[src/rtl/stream_cipher_pkg.sv]
// stream_cipher_pkg: shared state encoding, default keystream constants and the Galois LFSR step.
package stream_cipher_pkg;
    typedef enum logic [1:0] {IDLE, SHIFT, PARITY} state_t;
    localparam logic [15:0] SEED_DEF = 16'hACE1;
    localparam logic [15:0] TAPS_DEF = 16'hB400;
    // Generic up to 32 bits; callers zero-extend and truncate to their own width.
    function automatic logic [31:0] lfsr_step(input logic [31:0] s, input logic [31:0] taps);
        return (s >> 1) ^ (s[0] ? taps : 32'd0);
    endfunction
endpackage

[src/rtl/lfsr_keystream.sv]
// lfsr_keystream: Galois LFSR keystream source; a zero load value falls back to SEED.
module lfsr_keystream
    import stream_cipher_pkg::*;
#(
    parameter int                LFSR_W = 16,
    parameter logic [LFSR_W-1:0] SEED   = LFSR_W'(SEED_DEF),
    parameter logic [LFSR_W-1:0] TAPS   = LFSR_W'(TAPS_DEF)
) (
    input  logic              clk,
    input  logic              rst_n,
    input  logic              load,
    input  logic [LFSR_W-1:0] load_val,
    input  logic              step,
    output logic              ks_bit
);
    logic [LFSR_W-1:0] lfsr;
    assign ks_bit = lfsr[0];
    always_ff @(posedge clk or negedge rst_n) begin
        if (!rst_n) lfsr <= SEED;
        else if (load) lfsr <= (load_val == '0) ? SEED : load_val;
        else if (step) lfsr <= LFSR_W'(lfsr_step(32'(lfsr), 32'(TAPS)));
    end
endmodule

[src/rtl/stream_cipher_tx.sv]
// stream_cipher_tx: bit-serial LFSR stream-cipher transmitter, LSB-first framed output.
// Optional trailing even-parity bit when STREAM_CIPHER_PARITY_EN is defined.
module stream_cipher_tx
    import stream_cipher_pkg::*;
#(
    parameter int                DATA_W = 8,
    parameter int                LFSR_W = 16,
    parameter logic [LFSR_W-1:0] SEED   = LFSR_W'(SEED_DEF),
    parameter logic [LFSR_W-1:0] TAPS   = LFSR_W'(TAPS_DEF)
) (
    input  logic              clk,
    input  logic              rst_n,
    input  logic              seed_load,
    input  logic [LFSR_W-1:0] seed_val,
    input  logic              in_valid,
    output logic              in_ready,
    input  logic [DATA_W-1:0] in_data,
    output logic              tx_valid,
    output logic              tx_bit,
    output logic              tx_sof,
    output logic              tx_eof,
    output logic              busy
);
    localparam int            CW   = DATA_W > 1 ? $clog2(DATA_W) : 1;
    localparam logic [CW-1:0] LAST = CW'(DATA_W - 1);
    state_t            state, state_nx;
    logic [DATA_W-1:0] shreg;
    logic [CW-1:0]     cnt;
    logic              accept, more, step, ks_bit, c_bit, par_out, par;
    assign in_ready = state == IDLE && !seed_load;
    assign busy     = state != IDLE;
    assign accept   = in_valid && in_ready;
    assign more     = state == SHIFT && cnt != LAST;
    assign step     = accept || more;
    // Outputs are registered, so bit 0 is computed straight from in_data at the acceptance edge.
    assign c_bit    = (accept ? in_data[0] : shreg[0]) ^ ks_bit;
`ifdef STREAM_CIPHER_PARITY_EN
    localparam bit PAR_EN = 1'b1;
    assign par_out = state == SHIFT && !more;
    always_ff @(posedge clk or negedge rst_n) begin
        if (!rst_n) par <= 1'b0;
        else if (accept) par <= c_bit;
        else if (more) par <= par ^ c_bit;
    end
`else
    localparam bit PAR_EN = 1'b0;
    assign par_out = 1'b0;
    assign par     = 1'b0;
`endif
    lfsr_keystream #(.LFSR_W(LFSR_W), .SEED(SEED), .TAPS(TAPS)) u_lfsr (
        .clk(clk), .rst_n(rst_n), .load(seed_load && state == IDLE),
        .load_val(seed_val), .step(step), .ks_bit(ks_bit)
    );
    always_comb begin
        state_nx = state;
        case (state)
            IDLE:    state_nx = accept ? SHIFT : IDLE;
            SHIFT:   state_nx = more ? SHIFT : (PAR_EN ? PARITY : IDLE);
            default: state_nx = IDLE;
        endcase
    end
    always_ff @(posedge clk or negedge rst_n) begin
        if (!rst_n) begin
            state    <= IDLE;
            shreg    <= '0;
            cnt      <= '0;
            tx_valid <= 1'b0;
            tx_bit   <= 1'b0;
            tx_sof   <= 1'b0;
            tx_eof   <= 1'b0;
        end else begin
            state    <= state_nx;
            tx_valid <= step || par_out;
            tx_bit   <= step ? c_bit : (par_out && par);
            tx_sof   <= accept;
            tx_eof   <= par_out || (!PAR_EN && more && cnt == CW'(DATA_W - 2));
            if (accept) begin
                shreg <= in_data >> 1;
                cnt   <= '0;
            end else if (more) begin
                shreg <= shreg >> 1;
                cnt   <= cnt + 1'b1;
            end
        end
    end
endmodule

[config.mk]
export PLATFORM = sky130hd
export DESIGN_NAME = stream_cipher_tx
export DESIGN_NICKNAME = d
export VERILOG_FILES = /design/src/rtl/stream_cipher_pkg.sv /design/src/rtl/lfsr_keystream.sv /design/src/rtl/stream_cipher_tx.sv
export SDC_FILE = /design/constraint.sdc
export NUM_CORES = 1
export LEC_CHECK = 0
export BUFFER_PORTS_ARGS = -buffer_cell sky130_fd_sc_hd__buf_2
export CORE_MARGIN = 2
export CORE_UTILIZATION = 28
export CTS_CLUSTER_SIZE = 30
export DETAILED_ROUTE_END_ITERATION = 7
export MAX_ROUTING_LAYER = met4
export SETUP_SLACK_MARGIN = 0.02
export SLEW_MARGIN = 25
export SYNTH_ARGS = -nofsm -noshare
export SYNTH_HDL_FRONTEND = slang
export SYNTH_SLANG_ARGS = --single-unit
[constraint.sdc]
create_clock -name clk -period 1.91 [get_ports clk]
set_input_delay 0.0955 -clock clk [delete_from_list [all_inputs] [get_ports clk]]
set_output_delay 0.0955 -clock clk [all_outputs]
set_load 0.005 [all_outputs]
==> results of run 1 <==
[power groups by stage]
stage               registers, mW  clock network, mW  logic (mW)
floorplan                    1.17                  0        1.07
global placement             1.23                  0        1.29
detailed placement           1.23                  0        1.31
CTS                          1.23              0.517        1.32
global route                 1.27              0.546        1.47
finish                       1.23              0.490        1.30
[logic make-up after synthesis]
family	count (synthesis)	synth area share, %
DFF	31	48.31
adders and majority gates	3	2.308
and+or+nand+nor	65	19.85
buffers and inverters	20	6.077
AOI/OAI and AO/OA	28	16.23
muxes	8	5.077
xor gates and xnor gates	4	2.154
[synth_stat cells, types with 2 or more instances]
library cell,instances
sky130_fd_sc_hd__buf_6,2
sky130_fd_sc_hd__nor2_1,10
sky130_fd_sc_hd__mux2i_1,6
sky130_fd_sc_hd__a221oi_1,2
sky130_fd_sc_hd__a221oi_2,7
sky130_fd_sc_hd__mux2_2,2
sky130_fd_sc_hd__ha_1,3
sky130_fd_sc_hd__nor3_1,15
sky130_fd_sc_hd__nand2b_1,2
sky130_fd_sc_hd__dfstp_2,8
sky130_fd_sc_hd__a21oi_1,3
sky130_fd_sc_hd__o21ai_0,6
sky130_fd_sc_hd__nand2_1,27
sky130_fd_sc_hd__dfrtp_1,23
sky130_fd_sc_hd__a31oi_1,7
sky130_fd_sc_hd__xor2_1,3
sky130_fd_sc_hd__buf_2,4
sky130_fd_sc_hd__nor2b_1,2
sky130_fd_sc_hd__nor4_2,4
sky130_fd_sc_hd__clkbuf_1,3
sky130_fd_sc_hd__inv_1,9
[final cells by class]
class	count	area share [%]
flip-flops and latches	31	40.31
multi-input cells	108	38.06
repair buffers	39	10.91
well taps	72	4.621
clock buffers	7	3.915
inverters	10	1.926
clock inverters	1	0.2567
[worst register-to-register path, stage by stage, from the launching register on]
cell and delay (ns):
sky130_fd_sc_hd__dfrtp_1 0.40, sky130_fd_sc_hd__ha_1 0.21, sky130_fd_sc_hd__ha_1 0.19, sky130_fd_sc_hd__or2b_1 0.42
sky130_fd_sc_hd__o22a_1 0.26, sky130_fd_sc_hd__a21oi_1 0.14
[state kept, by name, summed over array words and instances, names as in the netlist]
signal	cells
u_lfsr.lfsr	16
cnt	3
tx_sof	1
tx_eof	1
tx_bit	1
shreg	7
tx_valid	1
state	1
[path summary, 6_finish.rpt]
kind | startpoint | endpoint | slack (ns) | cells after the start
worst max-delay path | cnt[0]$_DFFE_PN0P_ | tx_bit$_DFF_PN0_ | 0.23 | 5
worst min-delay path | in_data[6] | shreg[5]$_DFFE_PN0P_ | 0.01 | 3
worst max register to register | cnt[0]$_DFFE_PN0P_ | tx_bit$_DFF_PN0_ | 0.23 | 5
worst min register to register | shreg[6]$_DFFE_PN0P_ | shreg[6]$_DFFE_PN0P_ | 0.51 | 2
max in group asynchronous | rst_n | shreg[1]$_DFFE_PN0P_ | 1.07 | 2
min in group asynchronous | rst_n | u_lfsr.lfsr[14]$_DFFE_PN0P_ | 0.39 | 2
[through the flow]
step	util [%]	instance area (µm²)	hold WS, ns	cells	power [mW]
global placement	33.33	1858	0.1808	259	2.524
CTS	34.97	1949	0.004741	268	3.063
floorplan	-	1627	-0.2001	159	2.239
finish	34.97	1949	0.01299	268	3.016
global route	34.97	1949	0.01396	268	3.284
detailed placement	33.33	1858	0.1858	259	2.546
[cells in the final DEF, fill, tap and decap left out]
master / instances
sky130_fd_sc_hd__buf_4: 5
sky130_fd_sc_hd__o22a_1: 1
sky130_fd_sc_hd__a221oi_2: 7
sky130_fd_sc_hd__clkbuf_8: 5
sky130_fd_sc_hd__inv_1: 9
sky130_fd_sc_hd__clkbuf_1: 2
sky130_fd_sc_hd__a41oi_4: 1
sky130_fd_sc_hd__nand3_1: 1
sky130_fd_sc_hd__a221oi_1: 2
sky130_fd_sc_hd__mux2i_1: 6
sky130_fd_sc_hd__a21oi_1: 3
sky130_fd_sc_hd__or2b_1: 1
sky130_fd_sc_hd__nand2_1: 27
sky130_fd_sc_hd__buf_2: 33
sky130_fd_sc_hd__dfrtp_1: 23
sky130_fd_sc_hd__nor3_1: 15
sky130_fd_sc_hd__nand2b_1: 2
sky130_fd_sc_hd__clkinv_2: 1
sky130_fd_sc_hd__o21ai_0: 6
sky130_fd_sc_hd__or2_1: 1
sky130_fd_sc_hd__xor2_1: 3
sky130_fd_sc_hd__dfstp_2: 8
sky130_fd_sc_hd__nor2_1: 10
sky130_fd_sc_hd__o21ba_4: 1
sky130_fd_sc_hd__and3_1: 1
sky130_fd_sc_hd__or3b_2: 1
sky130_fd_sc_hd__xnor2_1: 1
sky130_fd_sc_hd__mux2_2: 2
sky130_fd_sc_hd__inv_2: 1
sky130_fd_sc_hd__dlygate4sd3_1: 1
sky130_fd_sc_hd__a31oi_1: 7
sky130_fd_sc_hd__nor4_2: 4
sky130_fd_sc_hd__ha_1: 3
sky130_fd_sc_hd__nor2b_1: 2
[metal layers]
| layer | vias to the layer above | wire length, µm | GRT usage [%] |
|---|---|---|---|
| met5 | - | 0 | - |
| met4 | 0 | 66 | 5.085 |
| li1 | 625 | - | - |
| met1 | 635 | 1546 | 14.95 |
| met2 | 21 | 1760 | 19.67 |
| met3 | 7 | 109 | 3.146 |
==> impl_results.md, run 1 <==
* Die area at between 6000 and 7000 µm²
* Total CTS buffers at 5
* Starting density of the core at 29.18%
* Number of hold buffers added after CTS at 1
* Flops & latches, synth at 31
* Share of post-route cells with drive strength above 1 at 35.20%
* Die Span X at 80.22 µm
* Synth Warn # at 0
* Initial antenna violation count at 0
* Power density over the cells at 1547 nW/µm²
* Internal cell power at 1.897 mW
* Buffers plus inverters on the worst setup path at 0
* Post-detailed-route wirelength per cell at ~13 µm
* Deepest clock path buffer count at 2
* Die Y at between 80 and 90 µm
* Number of violations of the max-capacitance limit at 0
* Number of fillers in the final layout at 585
* Area contributors post-synth: sky130_fd_sc_hd__dfrtp_1 (35%), sky130_fd_sc_hd__dfstp_2 (13%), sky130_fd_sc_hd__a221oi_2 (6.5%), sky130_fd_sc_hd__nand2_1 (6.2%), sky130_fd_sc_hd__nor3_1 (4.6%)
* Level count of the clock H-tree at 2
* Drt drc at 0
* Number of nets produced by synthesis at 190
* Final WS setup at ~0.23 ns
* Clock root buffer master: sky130_fd_sc_hd__clkbuf_8
* Final antenna diode count at 0
* First-pass GRT wire length at 5.947 mm
* Netlist area before placement at 1627 µm²
* Type of the worst min-delay path: in -> reg
* Mapped Cells at 159
* Largest fanout on the critical path at 12
* Worst VDD drop at between 600 and 700 µV
* IO Port Bufs at 33
* Endpoints failing setup at 0
* Post-layout net count at 226
* Most common flop cell mapped by yosys: sky130_fd_sc_hd__dfrtp_1
* CP arrival at 1.89 ns
* Sequential power share at 40.7%
* Fraction of power consumed by combinational cells at 43.1%
* Slowest stage cell, crit path: sky130_fd_sc_hd__or2b_1
* Achievable clock frequency at ~590 MHz
* Distinct cell type count after synthesis at 32
* Leakage at 0.8750 nW
* Final antenna-violating net count at 0
* Share of Yosys cell area claimed by the top area cell type at 35.38%
* Sw power at approximately 1.1 mW
* Clock-pin slew on the worst setup and hold paths at 0.07 ns
* Slew Limit Fails at 0
* Area of the multi-input gates at 742.0 µm²
* Outcome: finished clean
* Remaining max-slew budget at the tightest pin at 54.10%
* Gates resized, CTS repair at 0
* Area growth from synthesis to final layout at 19.85%
* DRT iter0 DRCs at about 70
* Largest net degree at the start of global routing at 32
* Fin crit share at between 80% and 90%
* Total global-route track usage at 12.35%
* Post-Route WL at 3.483 mm
* Nature of the critical path endpoint: register
* Total I/O pin count at 34
* Cell Rows at 27
* Count of flip-flops with a built-in enable after synthesis at 0
* Total half-perimeter wirelength after legalization and detailed placement at 2.474 mm
* Sequential element share of the synthesized area at 48.31%
* Aggregate negative setup slack at 0 ns
* Routability congestion estimate from global placement at between 0.7 and 0.8
* Vias at 1288
* Library cell occupying the most area in the post-synthesis netlist: sky130_fd_sc_hd__dfrtp_1
* Average footprint of a synthesized cell at 10.23 µm²
* Post-CTS setup repair buffer count at 0
* Setup slack after placement at 0.2135 ns
* Slew of the pin with the lowest slew margin at 0.6885 ns
* Switching fraction of total power at 37.10%
* Clock Power Share at 16.2%
* Clock insertion delay at the later pin of the skew report at 0.28 ns
* Via count of the first global-routing pass at 1269
* Area of the placeable core at 5574 µm²
* Worst setup path category: reg -> reg
* Number of detailed-routing iterations run before antenna repair at 4
* Endpoint required time on the critical path at 2.11 ns
* Number of clock sinks at 31
* Final critical path time including I/O delays and setup at 1.682 ns
* Flip-flop and latch area at just under 800 µm²
* Setup clock skew after layout at roughly 0.0060 ns
* Async set-or-reset flop fraction in the synthesized netlist at 100.0%
* Worst stage delay on the critical path at between 0.4 and 0.5 ns
* Cell occurring most often along the worst timing path: sky130_fd_sc_hd__ha_1
* TritonCTS clock tree: yes
* Drt via density at 4.806
* Total count of hold-check failures in the final report at 0
* Critical path's top delay family: simple AND/OR/NAND/NOR gates
* Startpoint type of the worst setup path: register
* RSZ-0062 raised after global routing: no
* Ordered cell list for the critical path: ha_1, ha_1, or2b_1, o22a_1, a21oi_1
* Grt ovf at 0
No activity file was read; power rests on OpenSTA's default activity.
==> run 2, diff against run 1 <==
- MAX_ROUTING_LAYER: met4 -> not set
==> impl_results.md, run 2 (synthesis gave the netlist of run 1 again) <==
* Top library cells by usage in the layout, fill and taps aside: sky130_fd_sc_hd__buf_2 (33), sky130_fd_sc_hd__nand2_1 (27), sky130_fd_sc_hd__dfrtp_1 (23), sky130_fd_sc_hd__nor3_1 (15), sky130_fd_sc_hd__nor2_1 (10)
* RSZ-0062 raised after global routing: no
* Number of non-filler instances in the completed layout at between 200 and 300
* Type of the worst min-delay path: in -> reg
* GR Layer Usage met3 at 3.146%
* Grt ovf at 0
* TritonCTS clock tree: yes
* Routability congestion estimate from global placement at approximately 0.74
* Max reg flops at 16
* Drt via density at 4.806
* Met1 track demand over resource at 14.95%
* Area growth from synthesis to final layout at 19.85%
* Area of the multi-input gates at 742.0 µm²
* Number of detailed-routing iterations run before antenna repair at 4
* Leading cell type in the layout, fill and taps excluded: sky130_fd_sc_hd__buf_2
* Cell Rows at 27
* Initial antenna violation count at 0
* Fin crit share at 88.06%
* Setup clock skew after layout at ~0.006 ns
* DRT iter0 DRCs at 67
* Post-Route WL at roughly 3.5 mm
* Slew of the pin with the lowest slew margin at 0.6884 ns
* Leakage at 0.8750 nW
* Endpoints failing setup at 0
* Die Span X at 80.22 µm
* Register with the most flip-flops: u_lfsr.lfsr
* Number of clock sinks at 31
* Level count of the clock H-tree at 2
* Final antenna diode count at 0
* Clock insertion delay at the later pin of the skew report at between 0.2 and 0.3 ns
* Remaining max-slew budget at the tightest pin at 54.10%
* Post-detailed-route wirelength per cell at between 10 and 15 µm
* Achievable clock frequency at 594.6 MHz
* Final antenna-violating net count at 0
* Share of post-route cells with drive strength above 1 at 35.20%
* Startpoint type of the worst setup path: register
* Aggregate negative setup slack at 0 ns
* Die Y at 80.22 µm
* Flip-flop and latch area at 785.8 µm²
* Total count of hold-check failures in the final report at 0
* Total half-perimeter wirelength after legalization and detailed placement at approximately 2.5 mm
* Total CTS buffers at 5
* IO Port Bufs at 33
* Clock Power Share at 16.2%
* Drt drc at 0
* Count of placed standard cells including taps at roughly 260
* Via count of the first global-routing pass at about 1300
* Total global-route track usage at 12.03%
* Endpoint required time on the critical path at 2.11 ns
* Total I/O pin count at 34
* Vias at 1288
* Post-layout net count at 226
* Final critical path time including I/O delays and setup at between 1.5 and 2 ns
* Number of violations of the max-capacitance limit at 0
* Clock-pin slew on the worst setup and hold paths at 0.07 ns
* Slew Limit Fails at 0
* First-pass GRT wire length at between 5 and 6 mm
* Area of the placeable core at 5574 µm²
* Routing layer with the top usage in global route: met2
* Fraction of power consumed by combinational cells at 43.1%
* Switching fraction of total power at 37.10%
* Largest registers ranked by flip-flop count: u_lfsr.lfsr (16), shreg (7), cnt (3)
* Power density over the cells at 1547 nW/µm²
* Largest net degree at the start of global routing at 32
* Sequential power share at between 40% and 50%
* Outcome: finished clean
* Die area at 6434 µm²
* Sw power at ~1.1 mW
* Largest fanout on the critical path at 12
* Worst setup path category: reg -> reg
* Clock root buffer master: sky130_fd_sc_hd__clkbuf_8
* CP arrival at roughly 1.9 ns
* Met2 Usage GRT at about a fifth
* Internal cell power at 1.897 mW
* Deepest clock path buffer count at 2
* Starting density of the core at 29.18%
* Worst VDD drop at 631.9 µV
* Post-CTS setup repair buffer count at 0
* Nature of the critical path endpoint: register
* Number of fillers in the final layout at 585
run 2: worst paths after layout:
kind                                      start                          end  slack [ns]  depth (start not counted)
setup / recovery             cnt[0]$_DFFE_PN0P_             tx_bit$_DFF_PN0_        0.23                          5
hold / removal                       in_data[6]         shreg[5]$_DFFE_PN0P_        0.01                          3
setup reg to reg             cnt[0]$_DFFE_PN0P_             tx_bit$_DFF_PN0_        0.23                          5
hold reg to reg            shreg[6]$_DFFE_PN0P_         shreg[6]$_DFFE_PN0P_        0.51                          2
max in group asynchronous                 rst_n         shreg[1]$_DFFE_PN0P_        1.07                          2
min in group asynchronous                 rst_n  u_lfsr.lfsr[14]$_DFFE_PN0P_        0.39                          2
run 2: power by group through the flow:
stage | registers, mW | logic (mW) | clock network [mW]
after global routing | 1.27 | 1.47 | 0.546
after detailed placement | 1.23 | 1.31 | 0
after CTS | 1.23 | 1.32 | 0.517
final | 1.23 | 1.30 | 0.489
after floorplan | 1.17 | 1.07 | 0
after global placement | 1.23 | 1.29 | 0
run 2: worst max-delay path: stages (launching register included):
cell                      delay (ns)
sky130_fd_sc_hd__dfrtp_1        0.40
sky130_fd_sc_hd__ha_1           0.21
sky130_fd_sc_hd__ha_1           0.19
sky130_fd_sc_hd__or2b_1         0.42
sky130_fd_sc_hd__o22a_1         0.26
sky130_fd_sc_hd__a21oi_1        0.14
run 2: per-layer routing:
metal | up-vias | wire, µm
met2 | 21 | 1760
li1 | 625 | -
met4 | 0 | 66
met1 | 635 | 1546
met3 | 7 | 110
met5 | - | 0
run 2: stage by stage:
step                setup WS (ns)  power, mW  area [µm²]  util, %  hold WS, ns
floorplan                  0.3136      2.239        1627        -      -0.2001
global placement           0.2723      2.524        1858    33.33       0.1808
detailed placement         0.2135      2.546        1858    33.33       0.1858
CTS                        0.2126      3.063        1949    34.97     0.004741
global route               0.1449      3.284        1949    34.97      0.01396
finish                     0.2281      3.016        1949    34.97      0.01316
run 2: final cells by class:
class,count,share of cell area (%)
tap,72,4.621
inverter,10,1.926
sequential,31,40.31
clock inverter,1,0.2567
multi-input combinational,108,38.06
clock buffer,7,3.915
timing repair buffer,39,10.91
run 2: timing repair:
action,4_1_cts,5_1_grt
hold buffers,1,0
endpoints found under the hold margin,23,0
gates resized for setup,0,0
